--- src/rtl/alu_pkg.sv ---
// Shared opcode, FSM-state and default-latency definitions for the ALU issue controller.
package alu_pkg;

    localparam logic [1:0] ALU_OP_ADD = 2'b00;
    localparam logic [1:0] ALU_OP_SUB = 2'b01;
    localparam logic [1:0] ALU_OP_MUL = 2'b10;
    localparam logic [1:0] ALU_OP_DIV = 2'b11;

    typedef enum logic [1:0] {
        ALU_ST_IDLE = 2'd0,
        ALU_ST_WAIT = 2'd1,
        ALU_ST_DONE = 2'd2
    } alu_state_t;

    localparam int ALU_LAT_ADD = 1;
    localparam int ALU_LAT_SUB = 1;
    localparam int ALU_LAT_MUL = 2;
    localparam int ALU_LAT_DIV = 4;

    function automatic int lat_max4(input int a, input int b, input int c, input int d);
        int m;
        m = a;
        if (b > m) m = b;
        if (c > m) m = c;
        if (d > m) m = d;
        return m;
    endfunction

endpackage

--- src/rtl/alu_wait_counter.sv ---
// Loadable down-counter with a zero flag; counts the ALU settle cycles.
module alu_wait_counter #(
    parameter int W = 3
) (
    input  logic         clk,
    input  logic         reset_n,
    input  logic         load,
    input  logic [W-1:0] load_val,
    input  logic         dec,
    output logic         zero
);

    logic [W-1:0] count;

    always_ff @(posedge clk or negedge reset_n) begin
        if (!reset_n) begin
            count <= '0;
        end else if (load) begin
            count <= load_val;
        end else if (dec && (count != '0)) begin
            count <= count - 1'b1;
        end
    end

    assign zero = (count == '0);

endmodule

--- src/rtl/alu_issue_ctrl.sv ---
// Issues one op at a time to the combinational ALU, waits its settle latency, returns the result.
// Optional macro ALU_DIVZERO_CHECK_EN: force 8'hFF and raise resp_err on divide-by-zero.
module alu_issue_ctrl
    import alu_pkg::*;
#(
    parameter int TAG_W   = 4,
    parameter int LAT_ADD = ALU_LAT_ADD,
    parameter int LAT_SUB = ALU_LAT_SUB,
    parameter int LAT_MUL = ALU_LAT_MUL,
    parameter int LAT_DIV = ALU_LAT_DIV
) (
    input  logic             clk,
    input  logic             reset_n,
    input  logic             req_valid,
    output logic             req_ready,
    input  logic [7:0]       req_rs,
    input  logic [7:0]       req_rt,
    input  logic [1:0]       req_op,
    input  logic [TAG_W-1:0] req_tag,
    output logic [7:0]       alu_rs,
    output logic [7:0]       alu_rt,
    output logic [1:0]       alu_op,
    input  logic [7:0]       alu_out,
    output logic             resp_valid,
    input  logic             resp_ready,
    output logic [7:0]       resp_data,
    output logic [TAG_W-1:0] resp_tag,
    output logic             resp_err,
    output logic             busy,
    output logic [1:0]       dbg_state
);

    localparam int LAT_MAX = lat_max4(LAT_ADD, LAT_SUB, LAT_MUL, LAT_DIV);
    localparam int CNT_W   = $clog2(LAT_MAX) + 1;

    // Handshakes: a transfer happens on a rising edge where valid and ready are both high;
    // the sender holds valid and payload stable until that edge.

    alu_state_t       state, state_next;
    logic             accept, capture;
    logic             cnt_dec, cnt_zero;
    logic [CNT_W-1:0] cnt_load_val;
    logic [TAG_W-1:0] tag_hold;
    int               lat_sel;

    always_ff @(posedge clk or negedge reset_n) begin
        if (!reset_n) state <= ALU_ST_IDLE;
        else          state <= state_next;
    end

    always_comb begin
        state_next = state;
        case (state)
            ALU_ST_IDLE: if (req_valid)  state_next = ALU_ST_WAIT;
            ALU_ST_WAIT: if (cnt_zero)   state_next = ALU_ST_DONE;
            ALU_ST_DONE: if (resp_ready) state_next = ALU_ST_IDLE;
            default:                     state_next = ALU_ST_IDLE;
        endcase
    end

    always_comb begin
        req_ready  = (state == ALU_ST_IDLE);
        busy       = (state != ALU_ST_IDLE);
        resp_valid = (state == ALU_ST_DONE);
        accept     = (state == ALU_ST_IDLE) && req_valid;
        capture    = (state == ALU_ST_WAIT) && cnt_zero;
        cnt_dec    = (state == ALU_ST_WAIT) && !cnt_zero;
    end

    assign dbg_state = state;

    // The counter is loaded with LAT-1 so that the capture edge is exactly LAT edges after accept.
    always_comb begin
        case (req_op)
            ALU_OP_ADD: lat_sel = LAT_ADD;
            ALU_OP_SUB: lat_sel = LAT_SUB;
            ALU_OP_MUL: lat_sel = LAT_MUL;
            default:    lat_sel = LAT_DIV;
        endcase
        cnt_load_val = CNT_W'(lat_sel - 1);
    end

    alu_wait_counter #(.W(CNT_W)) u_wait_counter (
        .clk      (clk),
        .reset_n  (reset_n),
        .load     (accept),
        .load_val (cnt_load_val),
        .dec      (cnt_dec),
        .zero     (cnt_zero)
    );

    always_ff @(posedge clk or negedge reset_n) begin
        if (!reset_n) begin
            alu_rs   <= '0;
            alu_rt   <= '0;
            alu_op   <= '0;
            tag_hold <= '0;
            resp_tag <= '0;
        end else begin
            if (accept) begin
                alu_rs   <= req_rs;
                alu_rt   <= req_rt;
                alu_op   <= req_op;
                tag_hold <= req_tag;
            end
            if (capture) resp_tag <= tag_hold;
        end
    end

`ifdef ALU_DIVZERO_CHECK_EN
    always_ff @(posedge clk or negedge reset_n) begin
        if (!reset_n) begin
            resp_data <= '0;
            resp_err  <= 1'b0;
        end else if (capture) begin
            if ((alu_op == ALU_OP_DIV) && (alu_rt == 8'h00)) begin
                resp_data <= 8'hFF;
                resp_err  <= 1'b1;
            end else begin
                resp_data <= alu_out;
                resp_err  <= 1'b0;
            end
        end
    end
`else
    always_ff @(posedge clk or negedge reset_n) begin
        if (!reset_n)     resp_data <= '0;
        else if (capture) resp_data <= alu_out;
    end

    assign resp_err = 1'b0;
`endif

endmodule
--- config.mk ---
export PLATFORM = sky130hd
export DESIGN_NAME = alu_issue_ctrl
export DESIGN_NICKNAME = d
export VERILOG_FILES = /design/src/rtl/alu_pkg.sv /design/src/rtl/alu_wait_counter.sv /design/src/rtl/alu_issue_ctrl.sv
export SDC_FILE = /design/constraint.sdc
export NUM_CORES = 1
export LEC_CHECK = 0
export CORE_AREA = 2 2 46 90
export DETAILED_ROUTE_END_ITERATION = 12
export DIE_AREA = 0 0 48 92
export GPL_TIMING_DRIVEN = 0
export HOLD_SLACK_MARGIN = 0.02
export PLACE_DENSITY_LB_ADDON = 0.15
export SLEW_MARGIN = 20
export SYNTH_ARGS = -nofsm -noshare
export SYNTH_HDL_FRONTEND = slang
export SYNTH_HIERARCHICAL = 1
export SYNTH_SLANG_ARGS = --single-unit
--- constraint.sdc ---
create_clock -name clk -period 2.8 [get_ports clk]
set_input_delay 0.28 -clock clk [delete_from_list [all_inputs] [get_ports clk]]
set_output_delay 0.28 -clock clk [all_outputs]
set_load 0.05 [all_outputs]
# [Word level (Yosys, flattened, before mapping)]
# Cells that the tools add are included.
[totals] register_bits=39 latchBits=0 mem_bits_rw=0 mem_bits_ro=0 in_bits=34 wordCells=37 n_memories=0
[op_classes] add_sub_neg=2 mul=0 div=0 magnitude_cmp=0 eq_ne=7 n_shift=0 muxes=7 bitwise_logic=0 reduce_logical=13
[op_table] operator="$mux 2" count=3
[op_table] operator="$mux 3" count=2
[op_table] operator="$pmux 2 s3" count=1
[op_table] operator="$pmux 3 s2" count=1
[op_table] operator="$eq 2x1->1 const B" count=2
[op_table] operator="$eq 2x2->1 const B" count=2
[op_table] operator="$logic_and 1x1->1" count=4
[op_table] operator="$logic_not 2->1" count=2
[op_table] operator="$ne 2x2->1 const B" count=2
[op_table] operator="$reduce_bool 2->1" count=2
[op_table] operator="$logic_not 3->1" count=1
[op_table] operator="$reduce_and 3->1" count=1
[op_table] operator="$reduce_bool 3->1" count=1
[op_table] operator="$sub 3x1->3 const B" count=1
[op_table] operator="$sub 3x2->3 const B" count=1
[op_table] operator="$ne 2x1->1 const B" count=1
[op_table] operator="$reduce_or 2->1" count=1
[op_table] operator="$logic_not 1->1" count=1

# [Logic depth before layout (Yosys ltp)]
[logic_depth] ltp_word=6 depth_mapped=6 ltp_nobuf=6

# [By module]
# Netlist, hierarchy kept.
[modules_own_cells] mod="alu_issue_ctrl" instances=1 cells_each=88 area_per_inst_um2=1427.6 seq_area_each_um2=900.9
[modules_own_cells] mod="alu_wait_counter" instances=1 cells_each=19 area_per_inst_um2=190.2 seq_area_each_um2=75.1

# [Worst setup path after synthesis]
# Ideal clock, no wire load.
[synth_timing] path_kind="reg-to-output" startpoint="register state[0], in the netlist dbg_state[0]" endpoint="output req_ready" t_arrival_ns=1.509 slack_ns=1.011 stages_incl_launch_ff=3 cell_sequence="dfrtp_1 -> or2_2 -> inv_1"
[synth_between] elab_chain_len=1
[synth_lines] element="from (decl)" line_no="alu_issue_ctrl.sv:39" source="alu_state_t state, state_next;"
[synth_lines] element="from (signal assigned)" line_no="alu_issue_ctrl.sv:48" source="else state <= state_next;"
[synth_lines] element="$logic_not 2->1" line_no="alu_issue_ctrl.sv:62" source="req_ready = (state == ALU_ST_IDLE);"
[synth_lines] element="to (decl)" line_no="alu_issue_ctrl.sv:15" source="output logic req_ready,"
# Every way passes these cells.

# [Worst setup path after layout]
# Ends and elaborated chain as after synthesis.

==> impl_results.md <==
* Status: completed
* Post-route ant nets at 0
* Clk sinks at 39
* Critical Setup Path Class: reg2out
* Sequential area share after synthesis at 60.3%
* Ant. Diodes at 0
* Initial Util at roughly 43%
* Final setup violation count at 0
* Die ar. at between 4000 and 5000 µm²
* Slew margin rel. at 65.5%
* Number of buffers created by CTS at 5
* Drt drc at 0
* Max-Cap Viols at 0
* Vias in the first global route at 1278
* Final Skew at 0.00215 ns
* WP data required at 2.52 ns
* Clock Path Buffers at 2
* Vias per inst at 4.88
* IO Pins at 70
* Syn. warnings at 6
* Num rows at 32
* Post-layout net count at between 200 and 250
* Crit path time final at 2.21 ns
* Clock root buffer: clkbuf_8
* Synth cell types at 22
* Total gr overflow at 0
* CTS H-Tree Depth at 2
* Hpwl dp at 2790 µm
* Startpoint Class: register
* Crit path DAT at 1.93 ns
* Critical Path Fanout Max at 8
* First-pass GRT wire length at between 5000 and 6000 µm
* Gpl congestion at 0.680
* Fin. Hold Viols at 0
* Cells after synthesis at around 110
* Avg WL per Cell at 15.0 µm
* Clk pin slew, worst setup/hold paths at 0.07 ns
* F_max at roughly 450 MHz
* Initial antenna violation count at 0
* Final Max Tran Viols at 0
* Post-CTS Resized at 0
* Setup repair after global routing missed its margin: no
* Die Wd at 48 µm
* Class of the worst hold path: in2async
* Final period utilization at slightly below 80%
* GRT Overall Usage at 18.1%
* Design area at 2480 µm²
* Die height at 92 µm
* Setup crit end kind: output pin
* Detailed Routing Iterations Pass 1 at 4
* Largest net degree at the start of global routing at 25
* Iter 0 DRT Violations at 15
* Via count at approximately 1200
* CTS tree: built
* Clock Latency Late Sink at 0.28 ns
* FF+latch count, synth at 39
* Overall routed net length at 3550 µm
* IO buf count at just under 70
* Syn avg cell area at 15.1 µm²
* Ratio of cells with drive above 1 in the final layout at 25.8%
* Slew at the pin closest to its max-slew limit at 0.517 ns
* Dpl cell area at 2390 µm²
* Core Box Area at 3800 µm²
* Final TNS setup at 0 ns
* Syn Std Cell Area at 1620 µm²
* Layout area overhead at 53.3%
## cell type report
class	instances	area (µm²)
buffer	5	45.0
clock buffer	7	76.3
clock inverter	1	5.00
fill	316	1320
inverter	5	18.8
multi-input combinational	59	582
sequential	39	976
tap	51	63.8
timing repair buffer	70	713
## cell usage after synthesis
library cell | n | area [µm²]
ha_1 | 2 | 25.0
nand3b_4 | 1 | 20.0
buf_6 | 3 | 33.8
clkbuf_1 | 1 | 3.75
nor3b_4 | 1 | 18.8
or4b_1 | 3 | 30.0
o21ai_0 | 1 | 5.00
nand2b_1 | 4 | 25.0
nor3b_1 | 1 | 7.51
dfrtp_1 | 39 | 976
o211ai_1 | 1 | 7.51
o311ai_1 | 2 | 17.5
mux2_2 | 33 | 372
nor2b_1 | 1 | 6.26
inv_1 | 5 | 18.8
mux2_1 | 1 | 11.3
or2_2 | 1 | 6.26
buf_4 | 1 | 7.51
nand2_1 | 3 | 11.3
a21oi_1 | 1 | 5.00
and2_1 | 1 | 6.26
conb_1 | 1 | 3.75
## worst max-delay path, cell delays in order, from the launching register on
cell and delay, ns:
dfrtp_1 0.49, or2_2 0.32, inv_1 0.05, clkdlybuf4s50_1 0.79
## cells in the final DEF, fill, tap and decap left out, drive strengths merged
master	instances
nor2b	1
and2	1
o211ai	1
or2	1
o21ai	1
dlygate4sd3	1
nor3b	2
o311ai	2
buf	6
ha	2
inv	5
nand2b	4
conb	2
mux2	34
clkdlybuf4s50	67
dfrtp	39
a21oi	1
or4b	3
nand2	3
clkbuf	8
nand3b	1
clkinv	1
## path summary, 6_finish.rpt
path / start / endpoint / slack [ns] / depth (start not counted)
hold reg to reg: resp_data[2] / resp_data[2] / 0.51 / 1
hold / removal: reset_n / alu_rt[6] / 0.46 / 2
min in group clk: resp_data[2] / resp_data[2] / 0.51 / 1
max in group asynchronous: reset_n / resp_data[3] / 1.89 / 3
setup / recovery: dbg_state[0] / req_ready / 0.59 / 3
setup reg to reg: u_wait_counter/count[0] / u_wait_counter/count[0] / 0.81 / 6
## state kept, by name, indices dropped and copies added, names as in the netlist
name,cells
alu_rt,8
alu_rs,8
resp_tag,4
dbg_state,2
tag_hold,4
u_wait_counter/count,3
resp_data,8
alu_op,2
## cell families after synthesis
| family | after synthesis | share of synthesized area, % |
|---|---|---|
| DFF | 39 | 60.3 |
| muxes | 34 | 23.7 |
| and+or+nand+nor | 16 | 8.12 |
| buffers and inverters | 10 | 3.94 |
| AOI/OAI and AO/OA | 5 | 2.17 |
| adders and majority gates | 2 | 1.55 |
| other | 1 | 0.232 |
## metal layers
layer	up-vias	GRT usage [%]	wire, µm
met5	-	0	0
met4	0	9.46	93
met3	9	5.91	175
met2	50	30.8	2040
met1	573	17.8	1240
li1	524	-	-
## metrics by stage
stage | utilization, % | setup slack (ns) | hold WS (ns) | cells
2_1_floorplan | - | 1.01 | -0.0156 | 108
3_3_place_gp | 62.2 | 0.624 | 0.474 | 227
3_5_place_dp | 62.8 | 0.821 | 0.227 | 228
4_1_cts | 65.2 | 0.568 | 0.462 | 237
5_1_grt | 65.2 | 0.492 | 0.490 | 237
6_report | 65.2 | 0.588 | 0.460 | 237
## what timing repair did
item | in CTS | in global routing
buffers inserted | 0 | 0
endpoints found under the hold margin | 15 | 0
hold buffers | 1 | 0
Power is left out: the tool's default activity adds up to more than one toggle a clock period on the data nets, which glitch-free logic cannot reach.
